File: config.mk
export PLATFORM = sky130hd
export DESIGN_NAME = tos_unit_mc
export DESIGN_NICKNAME = d
export VERILOG_FILES = /design/src/rtl/tos_unit_pkg.sv /design/src/rtl/tos_unit_alu.sv /design/src/rtl/tos_unit_mc.sv
export SDC_FILE = /design/constraint.sdc
export NUM_CORES = 1
export LEC_CHECK = 0
export BUFFER_PORTS_ARGS = -buffer_cell sky130_fd_sc_hd__buf_4
export CELL_PAD_IN_SITES_DETAIL_PLACEMENT = 1
export CELL_PAD_IN_SITES_GLOBAL_PLACEMENT = 1
export CORE_AREA = 2 2 141 143
export CTS_BUF_LIST = sky130_fd_sc_hd__clkbuf_16
export DETAILED_ROUTE_END_ITERATION = 12
export DIE_AREA = 0 0 143 145
export GPL_TIMING_DRIVEN = 0
export HOLD_SLACK_MARGIN = 0.15
export PLACE_DENSITY = 0.88
export SLEW_MARGIN = 20
export SYNTH_ARGS = -nofsm -noshare
export SYNTH_HDL_FRONTEND = slang
export SYNTH_SLANG_ARGS = --single-unit
export TNS_END_PERCENT = 5
File: constraint.sdc
create_clock -name clk -period 6.8 [get_ports clk]
set_clock_uncertainty 0.05 [all_clocks]
set_input_delay 0.34 -clock clk [delete_from_list [all_inputs] [get_ports clk]]
set_output_delay 0.34 -clock clk [all_outputs]
set_load 0.05 [all_outputs]
File: src/rtl/tos_unit_pkg.sv
// Shared types for the top-of-stack unit.
// Op codes and sequencer states.
package tos_unit_pkg;

    typedef enum logic [3:0] {
        OP_XOR   = 4'd0,
        OP_OR    = 4'd1,
        OP_AND   = 4'd2,
        OP_NOT   = 4'd3,
        OP_ADD   = 4'd4,
        OP_ADC   = 4'd5,
        OP_SUB   = 4'd6,
        OP_ASR   = 4'd7,
        OP_IMM   = 4'd8,
        OP_RSTK  = 4'd9,
        OP_ZERO  = 4'd10,
        OP_SHL   = 4'd11,
        OP_SHR   = 4'd12,
        OP_MUL   = 4'd13,
        OP_LOAD  = 4'd14,
        OP_STORE = 4'd15
    } op_e;

    typedef enum logic [1:0] {
        IDLE  = 2'd0,
        SHIFT = 2'd1,
        MUL   = 2'd2,
        MEM   = 2'd3
    } state_e;

endpackage

File: src/rtl/tos_unit_alu.sv
// Single-cycle ALU for the top-of-stack unit.
// Ports: op, tos, nos, imm, rstk, cin -> res, cout.
// Ops it does not handle return res=tos, cout=cin.
module tos_unit_alu
    import tos_unit_pkg::*;
#(
    parameter int width = 16
) (
    input  logic [3:0]       op,
    input  logic [width-1:0] tos,
    input  logic [width-1:0] nos,
    input  logic [width-1:0] imm,
    input  logic [width-1:0] rstk,
    input  logic             cin,
    output logic [width-1:0] res,
    output logic             cout
);

    logic [width:0] add_s;
    logic [width:0] sub_s;
    logic           add_cin;

    always_comb begin
        add_cin = cin & (op == OP_ADC);
        add_s   = {1'b0, nos} + {1'b0, tos}
                + {{width{1'b0}}, add_cin};
        // Top bit of the wrapped difference is the borrow.
        sub_s   = {1'b0, nos} - {1'b0, tos};
        res     = tos;
        cout    = cin;
        unique case (1'b1)
            (op == OP_XOR):  res = nos ^ tos;
            (op == OP_OR):   res = nos | tos;
            (op == OP_AND):  res = nos & tos;
            (op == OP_NOT):  res = ~tos;
            (op == OP_ADD),
            (op == OP_ADC): begin
                res  = add_s[width-1:0];
                cout = add_s[width];
            end
            (op == OP_SUB): begin
                res  = sub_s[width-1:0];
                cout = sub_s[width];
            end
            (op == OP_ASR):  res = {tos[width-1], tos[width-1:1]};
            (op == OP_IMM):  res = imm;
            (op == OP_RSTK): res = rstk;
            (op == OP_ZERO): res = '0;
            default: ;
        endcase
    end

endmodule

File: src/rtl/tos_unit_mc.sv
// Multi-cycle top-of-stack sequencer: TOS, carry, shifts, multiply, memory.
// Ports: clk, reset, op_valid/op_ready, op, imm, pstack_top, rstack_top,
//        TOS, TOS_is_zero, carry, daddr, dreq, dwrite, dD, dQ, dack.
module tos_unit_mc
    import tos_unit_pkg::*;
#(
    parameter int width       = 16,
    parameter int daddr_width = 8,
    parameter int sh_width    = 4
) (
    input  logic                   clk,
    input  logic                   reset,
    input  logic                   op_valid,
    output logic                   op_ready,
    input  logic [3:0]             op,
    input  logic [width-1:0]       imm,
    input  logic [width-1:0]       pstack_top,
    input  logic [width-1:0]       rstack_top,
    output logic [width-1:0]       TOS,
    output logic                   TOS_is_zero,
    output logic                   carry,
    output logic [daddr_width-1:0] daddr,
    output logic                   dreq,
    output logic                   dwrite,
    output logic [width-1:0]       dD,
    input  logic [width-1:0]       dQ,
    input  logic                   dack
);

    state_e                state;
    logic [sh_width-1:0]   cnt;
    logic                  sh_left;
    logic [width-1:0]      mcand;
    logic [2*width-1:0]    prod;
    logic [2*width-1:0]    prod_nxt;
    logic [width:0]        psum;
    logic [width-1:0]      alu_res;
    logic                  alu_cout;

    assign op_ready    = (state == IDLE);
    assign TOS_is_zero = (TOS == '0);

    tos_unit_alu #(
        .width(width)
    ) u_alu (
        .op   (op),
        .tos  (TOS),
        .nos  (pstack_top),
        .imm  (imm),
        .rstk (rstack_top),
        .cin  (carry),
        .res  (alu_res),
        .cout (alu_cout)
    );

    // One shift-add step: upper half accumulates, whole product shifts right.
    always_comb begin
        psum     = {1'b0, prod[2*width-1:width]}
                 + {1'b0, (prod[0] ? mcand : {width{1'b0}})};
        prod_nxt = {psum, prod[width-1:1]};
    end

    always_ff @(posedge clk or posedge reset) begin
        if (reset) begin
            state   <= IDLE;
            TOS     <= '0;
            carry   <= 1'b0;
            cnt     <= '0;
            sh_left <= 1'b0;
            mcand   <= '0;
            prod    <= '0;
            daddr   <= '0;
            dreq    <= 1'b0;
            dwrite  <= 1'b0;
            dD      <= '0;
        end else begin
            unique case (state)
                IDLE: begin
                    if (op_valid) begin
                        case (op)
                            OP_SHL, OP_SHR: begin
                                state   <= SHIFT;
                                cnt     <= pstack_top[sh_width-1:0];
                                sh_left <= (op == OP_SHL);
                                carry   <= 1'b0;
                            end
                            OP_MUL: begin
                                state <= MUL;
                                cnt   <= sh_width'(width - 1);
                                mcand <= pstack_top;
                                prod  <= {{width{1'b0}}, TOS};
                            end
                            OP_LOAD, OP_STORE: begin
                                state  <= MEM;
                                dreq   <= 1'b1;
                                dwrite <= (op == OP_STORE);
                                daddr  <= TOS[daddr_width-1:0];
                                if (op == OP_STORE) begin
                                    dD <= pstack_top;
                                end
                            end
                            default: begin
                                TOS   <= alu_res;
                                carry <= alu_cout;
                            end
                        endcase
                    end
                end
                SHIFT: begin
                    // cnt==0 only for a zero-amount shift: one idle cycle.
                    if (cnt == '0) begin
                        state <= IDLE;
                    end else begin
                        if (sh_left) begin
                            {carry, TOS} <= {TOS, 1'b0};
                        end else begin
                            {TOS, carry} <= {1'b0, TOS};
                        end
                        cnt <= cnt - 1'b1;
                        if (cnt == sh_width'(1)) begin
                            state <= IDLE;
                        end
                    end
                end
                MUL: begin
                    prod <= prod_nxt;
                    cnt  <= cnt - 1'b1;
                    if (cnt == '0) begin
                        state <= IDLE;
                        TOS   <= prod_nxt[width-1:0];
                        carry <= |prod_nxt[2*width-1:width];
                    end
                end
                MEM: begin
                    if (dack) begin
                        state  <= IDLE;
                        dreq   <= 1'b0;
                        dwrite <= 1'b0;
                        if (!dwrite) begin
                            TOS <= dQ;
                        end
                    end
                end
                default: state <= IDLE;
            endcase
        end
    end

endmodule
Word-level counts from Yosys, hierarchy flattened. Index checks and enable logic that the tools add are counted.

Bits in registers: 98. Input bits: 72. Output and inout bits: 45. Word-level logic and storage cells: 119.

Add/subtract/negate cells: 5. Eq/ne operators: 35. Multiplexer cells: 38. Bitwise operators: 5. Reductions and logical operators: 24.

Operators with widths (number): case mux 16 bit (10 select lines) (1); 2-to-1 mux 16 bit (8); 2-to-1 mux 32 bit (2); case mux 16 bit (4 select lines) (1); case mux 32 bit (2 select lines) (1); adder 16 x 16 -> 17 bit (2); equality test 4 bit (second input constant) (8); adder 17 x 1 -> 17 bit (1); subtractor 16 x 16 -> 17 bit (1); AND 16 bit (1); equality test 4 x 3 -> 1 bit (second input constant) (4); logical NOT 16 bit (1); inequality test 2 bit (second input constant) (8); inverter 16 bit (1); bitwise OR 16 bit (1); OR reduction 16 bit (1); XOR 16 bit (1); case mux 4 bit (3 select lines) (1); AND reduction 3 bit (4); AND reduction 4 bit (3); inequality test 11 x 1 -> 1 bit (second input constant) (1); 2-to-1 mux 2 bit (5); inequality test 10 x 1 -> 1 bit (second input constant) (1); 2-to-1 mux 1 bit (9); 27 further kinds (40).

Depth between registers and ports, before layout. Gate-level depths: netlist of run 1.

Depth after elaboration: 7. Depth in mapped cells: 14. Depth with buffers taken out: 12.

By module. A second synthesis of run 1 with hierarchy kept.

Cells, all modules: 1067. Area, all modules: 8993.6 sq um.

By module, submodules not included: tos_unit_mc (instances 1, cells an instance 555, area an instance 5590.4 sq um, seq. area each 2452.4 sq um); tos_unit_alu (instances 1, cells an instance 512, area an instance 3403.3 sq um, seq. area each 0.0 sq um).

Worst setup path after synthesis of run 1. No wires, ideal clock.

Path kind: in2reg. Start point: input op[2]. End point: register TOS[14]. Setup time: 0.104 ns. Arrival: 3.167 ns. Required time: 6.646 ns. Setup slack: 3.480 ns. Cell stages on the path: 13. Buffers on the path: 2. Cell sequence: buf_4 -> buf_2 -> nor2b_1 -> nand4_1 -> fa_1 -> fa_1 -> nor2b_1 -> o2111a_1 -> nor3_1 -> o41ai_1 -> and2_1 -> a311oi_1 -> o41ai_2.

Word-level cells in the longest chain between the ends: 7. Elaborated cells between the ends (all ways): 27. Those cells by class: add/sub: 1; eq/ne: 17; mux: 4; bitwise: 1; reduce/logical: 4.

RTL lines: start: declaration (RTL line tos_unit_mc.sv:15) `input logic [3:0] op,`; equality test 4 x 3 -> 1 bit (RTL line tos_unit_alu.sv:24, tos_unit_alu.sv:37); AND 1 bit (RTL line tos_unit_alu.sv:24) `add_cin = cin & (op == OP_ADC);`; adder 17 x 1 -> 17 bit (RTL line tos_unit_alu.sv:26) `+ {{width{1'b0}}, add_cin};`; case mux 16 bit (10 select lines) (RTL line tos_unit_alu.sv:31) `unique case (1'b1)`; 2-to-1 mux 16 bit (RTL line tos_unit_mc.sv:80) `case (op)`; 2-to-1 mux 16 bit (RTL line tos_unit_mc.sv:79) `if (op_valid) begin`; case mux 16 bit (4 select lines) (RTL line tos_unit_mc.sv:77) `unique case (state)`; end signal: assignment (RTL line tos_unit_mc.sv:103) `TOS <= alu_res;`; end signal: assignment (RTL line tos_unit_mc.sv:115) `{carry, TOS} <= {TOS, 1'b0};`; end signal: assignment (RTL line tos_unit_mc.sv:117) `{TOS, carry} <= {1'b0, TOS};`; end: declaration (RTL line tos_unit_mc.sv:19) `output logic [width-1:0] TOS,`.

Several ways; a longest one is shown, not always the timed one. The select of a mux whose other input is x is not followed. A chain may end at the register's enable or synchronous reset.

Final worst setup path of run 1.
Start point: register prod[0]. End point: register carry.

Word-level cells in the longest chain between the ends: 5.

RTL lines: start: declaration (RTL line tos_unit_mc.sv:34) `logic [2*width-1:0] prod;`; start signal: assignment (RTL line tos_unit_mc.sv:91) `prod <= {{width{1'b0}}, TOS};`; start signal: assignment (RTL line tos_unit_mc.sv:126) `prod <= prod_nxt;`; 2-to-1 mux 16 bit (RTL line tos_unit_mc.sv:59) `+ {1'b0, (prod[0] ? mcand : {width{1'b0}})};`; adder 16 x 16 -> 17 bit (RTL line tos_unit_mc.sv:59); OR reduction 16 bit (RTL line tos_unit_mc.sv:131) `carry <= |prod_nxt[2*width-1:width];`; 2-to-1 mux 1 bit (RTL line tos_unit_mc.sv:128) `if (cnt == '0) begin`; case mux 1 bit (3 select lines) (RTL line tos_unit_mc.sv:77); end signal: assignment (RTL line tos_unit_mc.sv:104) `carry <= alu_cout;`; end signal: assignment (RTL line tos_unit_mc.sv:117); end signal: assignment (RTL line tos_unit_mc.sv:131); end: declaration (RTL line tos_unit_mc.sv:21) `output logic carry,`.

Every way passes these cells. The select of a mux whose other input is x is not followed.

==> reports/metrics.yaml, run 1 <==
place_area_um2: 9750
worstMarginPinSlew_ns: 1.03
dr.first_iter.drc_count: 840
setup_tns_ns: 0
cpMaxStageDelayCell: "a31oi_1"
hold_path_depth: 2
finalNonFillerCells: 1420
die_y_um: 145
synth_top_area_share_pct: 28.7
grtUsageTotal_pct: 34.2
post_cts_resized: 0
yosysTopAreaCell: "dfrtp_1"
clk_latency_ns: 0.37
synth_ff_type: "dfrtp_1"
fin_util_pct: 52.3
min_period_ns: 4.15
routedWlPerCell_um: 24.9
fill_cells: 2355
end_kind: "flip-flop"
place_ws_ns: 2.54
gp_congestion: 0.972
placed_cells: 1403
drive_gt1_share_pct: 17.7
n_antenna_cell: 0
synth_nets: 1169
drc_errors: 0
synth-seq-cells: 98
rsz0062_at_grt: "no"
cts_buffer_depth: 2
synth_cell_types: 83
clock-sinks: 98
p_leak_nw: 4.55
crit_type: "reg -> reg"
finalWirelength_mm: 35.4
p_total_mw: 4.57
synth_area_per_cell_um2: 8.34
crit_chain: "clkbuf_1, and2_1, ha_1, inv_1, fa_1, nand2b_1, a21oi_1, o2111ai_1, a31oi_1, o211ai_1, nor4_1, nand4_1, a211o_1"
dp_hpwl_mm: 26.7
cts_setup_buffers: 0
slowest_delay_ns: 0.49
via_per_inst: 6.39
synthArstFlopShare_pct: 100
fin_area_um2: 10000
die_area_um2: 20700
area_delta_synth_final_pct: 17.8
vias: 9073
max_freq_mhz: 241
numCtsBuffers: 9
cts_tree: "done"
relSlewSlack_pct: 31.1
postRouteAntennaNets: 0
cp-start-kind: "flip-flop"
start_util_pct: 44.4
ys_seq_area_share_pct: 28.7
layout_setup_ws_ns: 2.65
coreArea_um2: 19200
chipWidth_um: 143
grt_pass1_wl_mm: 54.5
row_count: 51
status: "completed"
fin_crit_sh_pct: 61.0
ir_drop_mv: 0.283
hold_buffers: 1
ios: 117
maxSlewViolCount: 0
cts.reportedPaths.clkPinSlew_ns: 0.08
hold_viol_final: 0
grt_pass1_vias: 9374
fin_hold_ws_ns: 0.230
r2r_cells: 13
fin_nets: 1296
min_path_type: "in -> reg"
grt_max_degree: 66
p_per_area_nw_per_um2: 454
cts_root_buffer: "clkbuf_16"
grt-ovfl-total: 0
yosys-top-cells-area: "dfrtp_1, ha_1, o21ai_0"
synthCells: 1023
ys_warn_count: 0
cp.required_ns: 7.00
cp_data_arrival_time_ns: 4.35
htree_levels: 3
setup_viol: 0
path_max_fanout: 10
netlist_area_um2: 8530
first_pass_iters: 6
max-cap-violations: 0
synth_edf_count: 0
numPortBuffers: 114
antenna_found_initial: 1
## cells in the mapped netlist (8+ instances only)
master,count
a221oi_1,20
a221o_1,8
a222oi_1,10
clkbuf_1,43
o22ai_1,8
xor2_1,8
buf_2,11
ha_1,70
o21ai_0,111
and2_1,21
nor2_1,60
nand3_1,17
nor4_1,9
o31ai_1,11
mux2i_1,25
dfrtp_1,98
a22o_1,11
a31oi_1,8
inv_1,64
o211ai_1,10
nand2_1,117
nand2b_1,12
a211oi_1,12
nor3_1,18
a21oi_1,54
mux2_2,24
## placed cells by master, fill, tap and decap left out, types with 10 or more instances in the layout
master,n
nand2_1,117
a222oi_1,10
buf_4,121
a22o_1,11
a21oi_1,54
clkbuf_1,43
buf_2,11
nor2_1,60
ha_1,70
inv_1,63
mux2i_1,25
o31ai_1,11
and2_1,21
a211oi_1,12
mux2_2,24
dfrtp_1,98
nand3_1,17
nor3_1,18
nand2b_1,12
o21ai_0,111
o211ai_1,10
a221oi_1,20
## report_power, final
part           internal (mW)  switching [mW]  total (mW)
registers              0.827           0.265        1.09
logic                  0.981            1.96        2.94
clock network          0.255           0.278       0.533
total                   2.06            2.50        4.57
## area by class of cell
cell class	instances	area, µm²	area share (%)
multi-input combinational	791	5520	54.9
sequential	98	2450	24.4
timing repair buffer	116	893	8.89
tap	265	332	3.30
buffer	68	310	3.09
inverter	66	253	2.52
clock buffer	9	225	2.24
clock inverter	7	61.3	0.610
## routing by layer
metal | GRT usage (%) | wire (µm) | up-vias
met2 | 56.7 | 16900 | 397
met1 | 44.2 | 14700 | 4540
li1 | - | - | 4024
met5 | 0 | 12 | -
met3 | 3.89 | 2060 | 110
met4 | 16.0 | 1720 | 2
## final timing paths
kind	startpoint	endpoint	slack (ns)
max in group asynchronous	reset	daddr[2]	5.55
worst max register to register	prod[0]	carry	2.65
worst max-delay path	prod[0]	carry	2.65
min in group asynchronous	reset	TOS[9]	0.48
worst min register to register	dD[15]	dD[15]	0.44
worst min-delay path	pstack_top[15]	mcand[15]	0.23
## state kept, by name, indices dropped and copies added (netlist names)
name / count
dwrite: 1
dD: 16
prod: 32
carry: 1
cnt: 4
mcand: 16
dreq: 1
state: 2
TOS: 16
daddr: 8
sh_left: 1
## worst max-delay path: cells and delay by family, from the launching register on
kind	cells	cell delay, ns
compound gates	5	1.54
fa+ha+maj	2	0.60
buf+inv	2	0.45
flops	1	0.48
simple gates	4	0.91
## cells by family (layout without fill, tap and decap cells)
kind of cell    Yosys count  count (layout)  share of synthesized area, %
compound gates          356             356                          29.1
xor+xnor                 13              13                          1.33
fa+ha+maj                74              74                          11.2
buf+inv                 134             266                          6.54
flops                    98              98                          28.7
mux                      49              49                          6.10
simple gates            299             299                          16.9
Note: power is estimated with default switching activity, not from simulation.
==> run 2: changes to the inputs <==
CORE_AREA = 2 2 150 152   (was 2 2 141 143)
DIE_AREA = 0 0 152 154   (was 0 0 143 145)
PLACE_DENSITY = 0.83   (was 0.88)
clock period = 3.6 ns   (was 6.8 ns; I/O delays follow)
==> reports/metrics.yaml, run 2 (synthesized netlist as in run 1, its figures left out) <==
ir_drop_mv: 0.372  # +31%
coreArea_um2: 21700  # +13%
cts_root_buffer: "clkbuf_16"
vias: 9088  # +0.17%
grt-ovfl-total: 0  # unchanged
drc_errors: 0  # unchanged
r2r_end: "carry"
hold_viol_final: 0  # unchanged
htree_levels: 3  # unchanged
place_ws_ns: -0.521  # -3.06 ns
gp_congestion: 0.964  # -0.77%
min_path_type: "in -> reg"
fin_area_um2: 10300  # +2.4%
place_area_um2: 9770  # +0.19%
p_per_area_nw_per_um2: 851  # +87%
chipWidth_um: 152  # +6.3%
clk_latency_ns: 0.37  # about the same
setup_tns_ns: 0  # unchanged
postRouteAntennaNets: 0  # unchanged
cp_num_buf_inv: 2  # unchanged
fill_cells: 2623  # +11%
layout_setup_ws_ns: 0.110  # -2.54 ns
first_pass_iters: 7  # +1
final_cell_mix: "buf_4, nand2_1, o21ai_0"
die_y_um: 154  # +6.2%
cp_top_family: "compound AO/OA/AOI/OAI gates"
max-cap-violations: 0  # unchanged
area_delta_synth_final_pct: 20.6
die_area_um2: 23400  # +13%
via_per_inst: 6.26  # -2.0%
grt_pass1_vias: 9446  # +0.77%
min_period_ns: 3.49  # -0.657 ns
fin_crit_sh_pct: 97.0  # +36 points
row_count: 54  # +5.9%
dp_hpwl_mm: 27.2  # +1.8%
maxSlewViolCount: 0  # unchanged
drive_gt1_share_pct: 18.1  # +0.36 points
start_util_pct: 39.3  # -5.1 points
fin_nets: 1312  # +1.2%
dr.first_iter.drc_count: 751  # -11%
relSlewSlack_pct: 23.2  # -7.9 points
p_total_mw: 8.76  # +92%
final_common_cell: "buf_4"
end_kind: "flip-flop"
numCtsBuffers: 9  # unchanged
hold_path_depth: 4  # +2
p_leak_nw: 4.64  # +2.1%
min_to: "sh_left"
largest-register: "prod"
grt_pass1_wl_mm: 54.4  # -0.19%
largest_reg_flops: 32  # unchanged
path_max_fanout: 8  # -2
fin_hold_ws_ns: 0.179  # -0.0515 ns
routedWlPerCell_um: 24.7  # -0.79%
status: "completed"
cts_tree: "done"
r2r_cells: 11  # -2
numPortBuffers: 114  # unchanged
cp_data_arrival_time_ns: 3.74  # -0.61 ns
crit_chain: "clkbuf_1, inv_1, ha_1, nor3_2, a2111oi_2, o21bai_1, a221o_1, o211ai_1, nand2_1, a211oi_1, a211o_1"
grt_max_degree: 58  # -12%
crit_type: "reg -> reg"
clock-sinks: 98  # unchanged
cp.required_ns: 3.85  # -3.15 ns
setup_viol: 0  # unchanged
cp-start-kind: "flip-flop"
finalNonFillerCells: 1451  # +2.2%
cpMaxStageDelayCell: "a2111oi_2"
fin_util_pct: 47.5  # -4.9 points
finalWirelength_mm: 35.9  # +1.4%
r2r_slack_ns: 0.11  # -2.54 ns
rsz0062_at_grt: "yes"
r2r-start: "TOS[3]"
worstMarginPinSlew_ns: 1.15  # +0.119 ns
grtUsageTotal_pct: 29.9  # -4.3 points
antenna_found_initial: 0  # -1
ios: 117  # unchanged
n_antenna_cell: 0  # unchanged
placed_cells: 1418  # +1.1%
max_freq_mhz: 287  # +19%
holdCritStartpoint: "op[1]"
cts_buffer_depth: 2  # unchanged
slowest_delay_ns: 0.49  # about the same
cts.reportedPaths.clkPinSlew_ns: 0.09  # about the same
run 2: area by class of cell:
| class | count | area (µm²) | share of cell area [%] |
|---|---|---|---|
| clock inverters | 7 | 83.8 | 0.815 |
| well taps | 280 | 350 | 3.40 |
| flip-flops and latches | 98 | 2450 | 23.9 |
| plain buffers | 65 | 299 | 2.91 |
| inverters | 66 | 253 | 2.46 |
| clock buffers | 9 | 225 | 2.19 |
| repair buffers | 135 | 1080 | 10.5 |
| multi-input cells | 791 | 5550 | 53.9 |
run 2: where the power goes:
part,total [mW],leakage [nW],switching (mW),internal (mW)
clock,1.08,0.147,0.529,0.553
combinational,5.61,3.24,3.74,1.87
sequential,2.06,1.25,0.499,1.56
run 2: worst max-delay path by stage:
stage          startpoint  endpoint  slack (ns)  cells past startpoint
6_report           TOS[3]     carry        0.11                     11
5_1_grt            TOS[3]     carry       -0.02                     11
3_5_place_dp        op[0]   TOS[12]       -0.52                     14
4_1_cts           prod[0]     carry        0.01                     12
2_1_floorplan      TOS[0]   TOS[14]        0.28                     10
3_3_place_gp        reset    TOS[6]       -0.67                      2
run 2: worst min-delay path: cells and delay by family:
| kind | cells | cell delay (ns) |
|---|---|---|
| AO/OA/AOI/OAI | 1 | 0.07 |
| buffers and inverters | 2 | 0.26 |
| AND/OR/NAND/NOR | 1 | 0.05 |
run 2: metal layers:
metal / track usage (%) / share of wire (%) / up-vias
met1: 36.6 / 40 / 4544
met5: 0 / 0 / -
met4: 14.9 / 4.7 / 0
li1: - / - / 4056
met2: 51.5 / 49 / 383
met3: 4.37 / 6.1 / 105
run 2: repair_timing:
action	CTS	global route
hold buffers	18	0
gates resized for setup	4	2
hold endpoints to repair	69	0
pin swaps	0	1
setup endpoints to repair	4	4
setup buffers	0	2
==> run 3: changes to the inputs <==
CAP_MARGIN = 20   (was unset)
CORE_AREA = 2 2 154 194   (was 2 2 150 152)
DIE_AREA = 0 0 156 196   (was 0 0 152 154)
PLACE_DENSITY = 0.67   (was 0.83)
==> reports/metrics.yaml, run 3 (synthesized netlist as in run 1, its figures left out) <==
cts.reportedPaths.clkPinSlew_ns: 0.09  # about the same
ios: 117  # unchanged
globalRouteMet1Util_pct: 29.4  # -7.2 points
grt_pass1_wl_mm: 56.3  # +3.6%
antenna_found_initial: 0  # unchanged
cp_data_arrival_time_ns: 3.75  # about the same
start_util_pct: 29.6  # -9.7 points
row_count: 70  # +30%
n_antenna_cell: 0  # unchanged
fin_area_um2: 10400  # +1.3%
r2r_cells: 12  # +1
coreArea_um2: 28800  # +33%
grt_use_met2_pct: 42.7  # -8.8 points
p_per_area_nw_per_um2: 831  # -2.3%
rsz0062_at_grt: "yes"
first_pass_iters: 7  # unchanged
vias: 8783  # -3.4%
max-cap-violations: 0  # unchanged
clock-sinks: 98  # unchanged
end_kind: "flip-flop"
grt_pass1_vias: 9151  # -3.1%
ir_drop_mv: 0.362  # -2.8%
grt-ovfl-total: 0  # unchanged
path_max_fanout: 10  # +2
worstMarginPinSlew_ns: 1.17  # +0.0221 ns
routedWlPerCell_um: 24.2  # -2.1%
final_common_cell: "buf_4"
fin_nets: 1313  # +0.076%
r2r_slack_ns: 0.05  # -0.06 ns
max_freq_mhz: 281  # -1.8%
crit_start: "TOS[4]"
gp_congestion: 0.975  # +1.1%
setup_viol: 0  # unchanged
cts_tree: "done"
p_leak_nw: 4.66  # +0.37%
final_cell_mix: "buf_4, nand2_1, o21ai_0"
status: "completed"
relSlewSlack_pct: 21.7  # -1.5 points
cp.required_ns: 3.80  # -0.05 ns
dp_hpwl_mm: 29.1  # +6.8%
largest_reg_flops: 32  # unchanged
layout_setup_ws_ns: 0.0474  # -0.0624 ns
setup_tns_ns: 0  # unchanged
drive_gt1_share_pct: 18.7  # +0.58 points
drc_errors: 0  # unchanged
gr-max-usage-layer: "met2"
holdCritStartpoint: "op[1]"
grtUsageTotal_pct: 24.6  # -5.3 points
cp-start-kind: "flip-flop"
hold_path_depth: 4  # unchanged
numCtsBuffers: 9  # unchanged
fin_crit_sh_pct: 98.7  # +1.7 points
maxSlewViolCount: 0  # unchanged
finalWirelength_mm: 37.1  # +3.4%
min_to: "sh_left"
via_per_inst: 5.73  # -8.5%
chipWidth_um: 156  # +2.6%
place_ws_ns: -0.707  # -0.185 ns
cts_buffer_depth: 2  # unchanged
htree_levels: 3  # unchanged
min_path_type: "in -> reg"
r2r-start: "TOS[4]"
numPortBuffers: 114  # unchanged
cts_root_buffer: "clkbuf_16"
r2r_end: "TOS[14]"
area_delta_synth_final_pct: 22.2
die_area_um2: 30600  # +31%
place_area_um2: 9870  # +1.0%
grt_use_met3_pct: 2.96  # -1.4 points
clk_latency_ns: 0.38  # about the same
postRouteAntennaNets: 0  # unchanged
min_period_ns: 3.55  # +0.0624 ns
die_y_um: 196  # +27%
hold_viol_final: 0  # unchanged
dr.first_iter.drc_count: 637  # -15%
crit_type: "reg -> reg"
largest-register: "prod"
grt_max_degree: 71  # +22%
[run 3: worst max-delay path by stage]
stage              end  slack, ns  cells past startpoint
4_1_cts          carry      0.008                     11
5_1_grt          carry      -0.09                     12
6_report       TOS[14]       0.05                     12
3_5_place_dp     carry      -0.71                     13
2_1_floorplan  TOS[14]       0.28                     10
3_3_place_gp    TOS[6]      -0.88                      2
[run 3: layout make-up]
class                           instances  area, µm²
Buffer                                 67        313
Clock buffer                            9        225
Clock inverter                          7       73.8
Fill cell                            3449      18400
Inverter                               66        253
Multi-Input combinational cell        791       5590
Sequential cell                        98       2450
Tap cell                              360        450
Timing Repair Buffer                  134       1070
[run 3: critical path, cell delays in order (launching register included)]
cell	delay, ns
dfrtp_1	0.41
clkbuf_1	0.35
inv_1	0.16
ha_1	0.30
buf_4	0.17
nor3_2	0.07
a2111oi_2	0.51
o21bai_1	0.20
a221o_1	0.44
nor2b_4	0.16
nor4_2	0.15
a311oi_1	0.08
o41ai_2	0.37
[run 3: where the power goes]
part           internal [mW]  total [mW]  switching, mW
logic                   1.88        5.56           3.68
clock network          0.546        1.06          0.511
registers               1.56        2.04          0.479
total                   3.99        8.66           4.67
[run 3: repair_timing]
action                                 CTS  global route
setup endpoints to repair                5             5
pin swaps                                1             1
resized for setup                        9            10
endpoints found under the hold margin   62             0
buffers inserted                         1             0
hold buffers                            18             0
[run 3: per-layer routing]
metal / vias to the layer above / share of wire, %
li1: 4062 / -
met1: 4384 / 40
met2: 247 / 50
met3: 90 / 3.9
met4: 0 / 5.7
met5: - / 0
[run 3: per-stage QoR]
step	hold WS (ns)	instances	util, %	total power [mW]
6_report	0.174	1532	36.2	8.66
5_1_grt	0.210	1532	36.2	9.26
4_1_cts	0.156	1533	36.1	8.65
3_5_place_dp	0.148	1498	34.3	7.52
3_3_place_gp	0.414	1497	34.1	7.42
2_1_floorplan	0.282	1023	-	5.64
